$ cat config.mk
export PLATFORM = sky130hd
export DESIGN_NAME = mc_control_fsm
export DESIGN_NICKNAME = d
export VERILOG_FILES = /design/src/rtl/mc_control_fsm.sv
export SDC_FILE = /design/constraint.sdc
export NUM_CORES = 1
export LEC_CHECK = 0
export ABC_CLOCK_PERIOD_IN_PS = 1870
export CELL_PAD_IN_SITES_DETAIL_PLACEMENT = 2
export CELL_PAD_IN_SITES_GLOBAL_PLACEMENT = 2
export CORE_UTILIZATION = 28
export DETAILED_ROUTE_END_ITERATION = 8
export GPL_TIMING_DRIVEN = 0
export HOLD_SLACK_MARGIN = 0.12
export PLACE_DENSITY_LB_ADDON = 0.1
export RECOVER_POWER = 50
export SYNTH_ARGS = -nofsm -noshare
export SYNTH_HDL_FRONTEND = slang
export SYNTH_SLANG_ARGS = --single-unit
$ cat constraint.sdc
create_clock -name clk -period 1.87 [get_ports clk]
set_input_delay 0.561 -clock clk [delete_from_list [all_inputs] [get_ports clk]]
set_output_delay 0.561 -clock clk [all_outputs]
set_load 0.005 [all_outputs]
$ cat src/rtl/mc_control_fsm.sv
// Multicycle CPU control unit.
// This unit sequences fetch/decode/execute/memory/writeback and drives the datapath
// enables and mux selects. Memory accesses use a req/ready handshake with bounded
// wait states, and a sticky fault is raised when an access times out. Branches are
// resolved against the PSR, and a counter tracks retired instructions.
module mc_control_fsm #(
    parameter int WIDTH    = 16,
    parameter int PSRL     = 5,
    parameter int WAIT_MAX = 15,
    parameter int CNT_W    = 32
) (
    input  logic             clk,
    input  logic             reset,
    input  logic [3:0]       op,
    input  logic [3:0]       op_ext,
    input  logic [3:0]       branch_cond,
    input  logic [PSRL-1:0]  psr,
    input  logic             mem_ready,
    output logic             mem_req,
    output logic             mem_we,
    output logic             addr_sel,
    output logic             ir_en,
    output logic             pc_en,
    output logic [1:0]       pc_src,
    output logic             reg_wr,
    output logic [1:0]       wd_sel,
    output logic             alu_b_imm,
    output logic             se_sign,
    output logic             psr_en,
    output logic             fault,
    output logic             illegal,
    output logic [CNT_W-1:0] retired
);

    // Reject parameter values the op-field layout and wait counter cannot support.
    if (WIDTH < 16 || PSRL < 5 || WAIT_MAX < 1 || WAIT_MAX > 255) begin : g_param_check
        $error("mc_control_fsm: unsupported parameter value");
    end

    localparam logic [7:0] WAIT_LIM = 8'(WAIT_MAX);

    typedef enum logic [3:0] {
        FETCH,
        DECODE,
        EXEC_R,
        EXEC_I,
        WB_LUI,
        MEM_LD,
        MEM_ST,
        BRANCH,
        FAULT
    } state_t;

    state_t     state;
    logic [7:0] wait_cnt;

    // Registered per-instruction controls, loaded on entry to the state using them
    logic       reg_wr_q;
    logic [1:0] wd_sel_q;
    logic       psr_en_q;
    logic       alu_b_imm_q;
    logic       se_sign_q;
    logic       pc_en_q;
    logic [1:0] pc_src_q;

    // Decode helpers
    logic [3:0] alu_code;
    logic       r_form;
    logic       i_form;
    logic       is_cmp;
    logic       upd_flags;
    logic       zero_ext;
    logic       is_jcond;
    logic       taken;
    logic       in_fetch;
    logic       in_ld;
    logic       in_st;

    logic flag_n, flag_z, flag_f, flag_l, flag_c;
    assign flag_n = psr[4];
    assign flag_z = psr[3];
    assign flag_f = psr[2];
    assign flag_l = psr[1];
    assign flag_c = psr[0];

    function automatic logic is_alu_op(input logic [3:0] c);
        case (c)
            4'b0101, 4'b1001, 4'b1011, 4'b0001,
            4'b0010, 4'b0011, 4'b1101: is_alu_op = 1'b1;
            default:                   is_alu_op = 1'b0;
        endcase
    endfunction

    // Classify the current instruction and evaluate the branch condition
    always_comb begin
        alu_code  = (op == 4'b0000) ? op_ext : op;
        r_form    = (op == 4'b0000) && is_alu_op(op_ext);
        i_form    = (op != 4'b0000) && is_alu_op(op);
        is_cmp    = (alu_code == 4'b1011);
        upd_flags = (alu_code == 4'b0101) || (alu_code == 4'b1001) || (alu_code == 4'b1011);
        zero_ext  = (alu_code == 4'b0001) || (alu_code == 4'b0010) || (alu_code == 4'b0011);
        is_jcond  = (op == 4'b0100) && (op_ext == 4'b1100);
        taken     = 1'b0;
        case (branch_cond)
            4'b0000: taken = flag_z;
            4'b0001: taken = !flag_z;
            4'b0010: taken = flag_c;
            4'b0011: taken = !flag_c;
            4'b0100: taken = flag_l;
            4'b0101: taken = !flag_l;
            4'b0110: taken = flag_n;
            4'b0111: taken = !flag_n;
            4'b1000: taken = flag_f;
            4'b1001: taken = !flag_f;
            4'b1010: taken = !flag_l && !flag_z;
            4'b1011: taken = flag_l || flag_z;
            4'b1100: taken = !flag_n && !flag_z;
            4'b1101: taken = flag_n || flag_z;
            4'b1110: taken = 1'b1;
            default: taken = 1'b0;
        endcase
    end

    // Memory-state decode. FETCH is the reset state, so its request is masked
    // while reset is held to keep every strobe low during reset.
    assign in_fetch = (state == FETCH) && !reset;
    assign in_ld    = (state == MEM_LD);
    assign in_st    = (state == MEM_ST);

    // Strobes that complete a handshake are qualified by mem_ready in the same cycle
    assign mem_req   = in_fetch || in_ld || in_st;
    assign mem_we    = in_st;
    assign addr_sel  = in_ld || in_st;
    assign ir_en     = in_fetch && mem_ready;
    assign pc_en     = pc_en_q || (in_fetch && mem_ready);
    assign pc_src    = pc_src_q;
    assign reg_wr    = reg_wr_q || (in_ld && mem_ready);
    assign wd_sel    = (in_ld && mem_ready) ? 2'b01 : wd_sel_q;
    assign psr_en    = psr_en_q;
    assign alu_b_imm = alu_b_imm_q;
    assign se_sign   = se_sign_q;

    // State sequencing, wait-state timeout, registered controls and retire count
    always_ff @(posedge clk or posedge reset) begin
        if (reset) begin
            state       <= FETCH;
            wait_cnt    <= '0;
            retired     <= '0;
            fault       <= 1'b0;
            illegal     <= 1'b0;
            reg_wr_q    <= 1'b0;
            wd_sel_q    <= 2'b00;
            psr_en_q    <= 1'b0;
            alu_b_imm_q <= 1'b0;
            se_sign_q   <= 1'b0;
            pc_en_q     <= 1'b0;
            pc_src_q    <= 2'b00;
        end else begin
            illegal     <= 1'b0;
            reg_wr_q    <= 1'b0;
            wd_sel_q    <= 2'b00;
            psr_en_q    <= 1'b0;
            alu_b_imm_q <= 1'b0;
            se_sign_q   <= 1'b0;
            pc_en_q     <= 1'b0;
            pc_src_q    <= 2'b00;
            case (state)
                FETCH, MEM_LD, MEM_ST: begin
                    if (mem_ready) begin
                        wait_cnt <= '0;
                        if (state == FETCH) begin
                            state <= DECODE;
                        end else begin
                            state   <= FETCH;
                            retired <= retired + CNT_W'(1);
                        end
                    end else if (wait_cnt == WAIT_LIM) begin
                        wait_cnt <= '0;
                        state    <= FAULT;
                        fault    <= 1'b1;
                    end else begin
                        wait_cnt <= wait_cnt + 8'd1;
                    end
                end
                DECODE: begin
                    if (r_form || i_form) begin
                        state       <= r_form ? EXEC_R : EXEC_I;
                        reg_wr_q    <= !is_cmp;
                        psr_en_q    <= upd_flags;
                        alu_b_imm_q <= i_form;
                        se_sign_q   <= i_form && !zero_ext;
                    end else if (op == 4'b1111) begin
                        state    <= WB_LUI;
                        reg_wr_q <= 1'b1;
                        wd_sel_q <= 2'b10;
                    end else if (op == 4'b0100 && op_ext == 4'b0000) begin
                        state <= MEM_LD;
                    end else if (op == 4'b0100 && op_ext == 4'b0100) begin
                        state <= MEM_ST;
                    end else if (is_jcond || op == 4'b1100) begin
                        state    <= BRANCH;
                        pc_en_q  <= taken;
                        pc_src_q <= !taken ? 2'b00 : (is_jcond ? 2'b10 : 2'b01);
                    end else begin
                        state   <= FETCH;
                        illegal <= 1'b1;
                        retired <= retired + CNT_W'(1);
                    end
                end
                EXEC_R, EXEC_I, WB_LUI, BRANCH: begin
                    state   <= FETCH;
                    retired <= retired + CNT_W'(1);
                end
                default: begin
                    state <= FAULT;
                end
            endcase
        end
    end

endmodule

# Word-level counts from Yosys, hierarchy flattened

Cells that the tools add are included.

Flip-flop bits (word level): 55
Input bits: 20
Output and inout bits: 47
Word-level logic and storage cells: 171

$add $sub $neg: 2
Eq/ne operators: 55
Multiplexer cells: 57
Bitwise logic cells: 1
Reductions and logical operators: 44

Operators with widths:

| kind                  | number |
|---|---|
| $mux 32               | 7 |
| $pmux 32 s3           | 1 |
| $eq 4x4->1 const B    | 18 |
| $eq 4x3->1 const B    | 13 |
| $eq 4x2->1 const B    | 10 |
| $add 32x1->32 const B | 1 |
| $mux 1                | 25 |
| $mux 2                | 12 |
| $eq 4x1->1 const B    | 5 |
| $logic_not 4->1       | 4 |
| $mux 8                | 2 |
| $mux 3                | 5 |
| $pmux 1 s15           | 1 |
| $ne 2x2->1 const B    | 7 |
| $reduce_or 7->1       | 2 |
| $logic_or 1x1->1      | 13 |
| $mux 4                | 3 |
| $pmux 4 s3            | 1 |
| $logic_and 1x1->1     | 11 |
| $add 8x1->8 const B   | 1 |
| $eq 8x4->1 const B    | 1 |
| $logic_not 1->1       | 8 |
| $reduce_and 8->1      | 1 |
| $reduce_bool 4->1     | 1 |
| 6 further kinds       | 6 |

# Longest topological paths before layout

Depth in word-level cells: 10
Gate-level depth with buffers: 7
Depth with buffers taken out: 6

# Least setup slack after synthesis

OpenSTA, ideal clock, no wires.

Kind: input to register
Start: in op[1]
End: reg retired[17]
Library setup time: 0.079 ns
Data arrival time: 2.148 ns
Data required time: 1.791 ns
Path slack: -0.357 ns
Cell stages on the path: 6
Path buffers: 2
Cells stage by stage: buf_2 > o311a_1 > o41a_1 > buf_6 > nor4_1 > xor2_1

Cells in the longest elaborated chain, start to end: 7
Elaborated cells on any way between the ends: 27
Classes of those cells: eq/ne (15); mux (1); reduce/logical (11)

RTL lines:

| element                               | RTL line | RTL |
|---|---|---|
| start, declared                       | 14       | `input logic [3:0] op,` |
| $eq 4x3->1 (tied with other cells)    | 87       | `case (c)` |
| $reduce_or 7->1                       | 87       |  |
| $mux 1                                | 87       |  |
| $logic_and 1x1->1                     | 98       | `i_form = (op != 4'b0000) && is_alu_op(op);` |
| $logic_or 1x1->1                      | 186      | `if (r_form \|\| i_form) begin` |
| $ne 2x2->1 (no source line)           | n/a      |  |
| $reduce_and 8->1 (no source line) (*) | n/a      |  |
| end signal, assigned                  | 175      | `retired <= retired + CNT_W'(1);` |
| end signal, assigned                  | 207      | `retired <= retired + CNT_W'(1);` |
| end signal, assigned                  | 212      | `retired <= retired + CNT_W'(1);` |
| end, declared                         | 32       | `output logic [CNT_W-1:0] retired` |

Mark *: on every way between the ends. The rest lies on a longest branch, timed or not.
A chain may end at the register's enable or synchronous reset.

# Worst setup path in the final report

Start: reg state[2]
End: out mem_req

Cells in the longest elaborated chain, start to end: 4
Elaborated cells on any way between the ends: 6
Classes of those cells: eq/ne (2); reduce/logical (4)

RTL lines:

| element                | RTL line | RTL |
|---|---|---|
| start, declared        | 54       | `state_t state;` |
| start signal, assigned | 187      | `state <= r_form ? EXEC_R : EXEC_I;` |
| $logic_not 4->1        | 126      | `assign in_fetch = (state == FETCH) && !reset;` |
| $logic_and 1x1->1      | 126      |  |
| $logic_or 1x1->1       | 131      | `assign mem_req = in_fetch \|\| in_ld \|\| in_st;` |
| $logic_or 1x1->1 (*)   | 131      |  |
| end, declared          | 19       | `output logic mem_req,` |

Marks and branches as above.

==> results.toml <==
[worst_setup_path]
start_kind = "flop"
cp.arrival_ns = 1.71
rrSetupSlack_ns = -0.21
worst-path-max-fanout = 4
worstSetupEndpointType = "output pin"
crit_required_ns = 1.31
crit_type = "reg2out"

[placed_design]
dp_cells = 529
port_buffers = 64
hpwlAfterDp_um = 6760
place_congestion = 0.745

[synthesis]
synth_area_leader_cell = "dfrtp_1"
ys_seq_area_frac = 0.441
synthArstFlopShare = 1.00
synth.distinct_cells = 52
ys_warn_count = 0
synthesis.instances = 329
synthFlopType = "dfrtp_1"
synth_top_area_frac = 0.441
synth.area.top_cells = "dfrtp_1 44%, xor2_1 8.6%, nor3_1 4.4%"
syn_area_per_cell_um2 = 9.32
synth-edff-count = 0
synth_nets = 351
synth_seq_cells = 54
syn_area_um2 = 3070

[die]
ios = 67
die_area_um2 = 11400
rows = 37
start_util = 0.293
die_y_um = 107
core_area_um2 = 10500
die_w_um = 107

[pwr]
total_power_mw = 5.52
switching_share = 0.422
p_per_area_nw_per_um2 = 1040
p_seq_frac = 0.304
p_sw_mw = 2.33
ir_worst_vdd_v = 0.000552
internal_power_mw = 3.19
p_clk_frac = 0.140
p_leak_nw = 2.38
combinationalPowerShare = 0.556

[timing]
rsz0062_at_grt = "true"
fmax_mhz = 440
finalHoldViolations = 0
drv_slew = 0
setup_ws_ns = -0.403
worst_pin_slew_ns = 0.716
relSlewSlack = 0.523
finalCritPeriodShare = 1.22
timing.setup.tns_ns = -6.28
skew_ns = 0.0275
final.min_clock_period_ns = 2.27
setup_violations = 39

[layout]
drive_above_1_share = 0.418
layout.cells.non_filler = 600
syn_to_final_growth_pct = 72.8
final_common_cell = "buf_4"
fillers = 1058
final_nets = 485
num_antenna_cells = 0
layout_common_cells = "49 x buf_4, 41 x dfrtp_1, 30 x xor2_1"

[clock_tree]
cts_htree_levels = 2
cts_hold_buf = 0
cts-root-buf = "clkbuf_8"
clockBufferDepth = 2
cts_sinks = 54
cts_made_buffers = 5
clock_latency_ns = 0.34
cts_tree = "done"
clk_pin_slew_ns = 0.13

[drt]
drt_iter0_markers = 56
vias = 3146
drcViolationCount = 0
dr.pass1.iters = 4
vias_per_cell = 5.24
wl_um = 12900
routedWlPerCell_um = 21.6
antenna_left = 0

[global_routing]
grt_max_degree = 55
grt_pass1_wl_um = 18800
globalRoute.totalOverflow = 0
grt_pass1_vias = 3395
antenna_found_initial = 0
grt_use_total = 0.215

[job]
max-cap-violations = 0

[status]
status = "finished with violations"
violations = "setup timing"

[hold_path]
hp-class = "reg2reg"
[cell usage after synthesis (2+ instances only)]
| cell type | number |
|---|---|
| xnor2_1 | 5 |
| o21ai_0 | 9 |
| nor2b_1 | 3 |
| a22o_1 | 5 |
| nor4b_1 | 2 |
| or3_1 | 4 |
| xor2_1 | 30 |
| nor3b_1 | 4 |
| nor4_2 | 8 |
| nand3_1 | 14 |
| nor3_1 | 27 |
| nand3b_1 | 2 |
| dfrtp_1 | 54 |
| buf_2 | 2 |
| or2_2 | 4 |
| a21oi_1 | 11 |
| and3_1 | 5 |
| a211oi_1 | 3 |
| nor2_1 | 22 |
| nand2_1 | 25 |
| a21o_1 | 3 |
| a31oi_1 | 7 |
| ha_1 | 2 |
| and4_1 | 3 |
| nand2b_1 | 9 |
| inv_1 | 15 |
| clkbuf_1 | 12 |
| and2_1 | 4 |
| nand4_1 | 7 |
| nor4_1 | 6 |
[routing by layer]
layer | up-vias | wire (um) | track usage
li1 | 1446 | - | -
met1 | 1628 | 5520 | 0.282
met2 | 60 | 6990 | 0.382
met3 | 12 | 287 | 0.0249
met4 | 0 | 134 | 0.0382
met5 | - | 0 | 0
[registers in the layout, summed over array words and instances, names as in the netlist]
signal / flops
alu_b_imm: 1
retired: 32
reg_wr_q: 1
psr_en: 1
pc_en_q: 1
pc_src: 2
wd_sel_q: 1
illegal: 1
state: 4
se_sign: 1
wait_cnt: 8
fault: 1
[power groups by stage]
stage | Sequential (mW) | Combinational [mW] | Clock [mW]
CTS | 1.67 | 2.67 | 0.776
global route | 1.70 | 3.25 | 0.821
detailed placement | 1.69 | 1.97 | 0
finish | 1.68 | 3.07 | 0.773
global placement | 1.68 | 1.92 | 0
floorplan | 1.64 | 1.20 | 0
[final timing paths]
path,cells past startpoint,start,to
worst min-delay path,1,retired[31],retired[31]
worst max register to register,5,retired[17],retired[30]
worst max-delay path,8,state[2],mem_req
max in group asynchronous,3,reset,retired[6]
worst min register to register,1,retired[31],retired[31]
min in group asynchronous,2,reset,retired[14]
[critical path: stages, from the launching register on]
cell and delay (ns):
dfrtp_1 0.40, clkbuf_8 0.15, buf_6 0.12, nor3_4 0.19, a21oi_2 0.05, nor2_1 0.11
a21oi_1 0.05, nor2_1 0.17, buf_2 0.15
[cells by family (layout without fill, tap and decap cells)]
logic type,Yosys count,after routing,synth area share
flip-flops,54,54,0.441
AND/OR/NAND/NOR,154,154,0.288
XOR/XNOR,35,35,0.100
adder cells (fa/ha/maj),2,2,0.00816
buffers and inverters,30,165,0.0400
multiplexers,3,3,0.0106
AO/OA/AOI/OAI,51,51,0.113
[final cells by class]
class | instances | area, um2 | area share
multi-input combinational | 245 | 2200 | 0.415
sequential | 54 | 1370 | 0.258
timing repair buffer | 129 | 1210 | 0.229
buffer | 13 | 184 | 0.0347
tap | 136 | 170 | 0.0321
clock buffer | 6 | 82.6 | 0.0156
inverter | 15 | 62.6 | 0.0118
clock inverter | 2 | 17.5 | 0.00331
[timing repair]
item	CTS	global route
gates cloned	4	0
pin swaps	39	21
setup buffers	41	19
gates resized for setup	165	56
setup endpoints to repair	69	64
[stage by stage]
step | hold WS [ns] | util | setup slack, ns | area (um2)
after floorplan | 0.451 | - | -0.162 | 3410
final | 0.482 | 0.506 | -0.403 | 5300
after CTS | 0.485 | 0.479 | -0.459 | 5010
after global placement | 0.454 | 0.403 | -1.26 | 4220
after global routing | 0.509 | 0.506 | -0.468 | 5300
after detailed placement | 0.462 | 0.403 | -1.27 | 4220
Power figures use the tool's default switching activity.
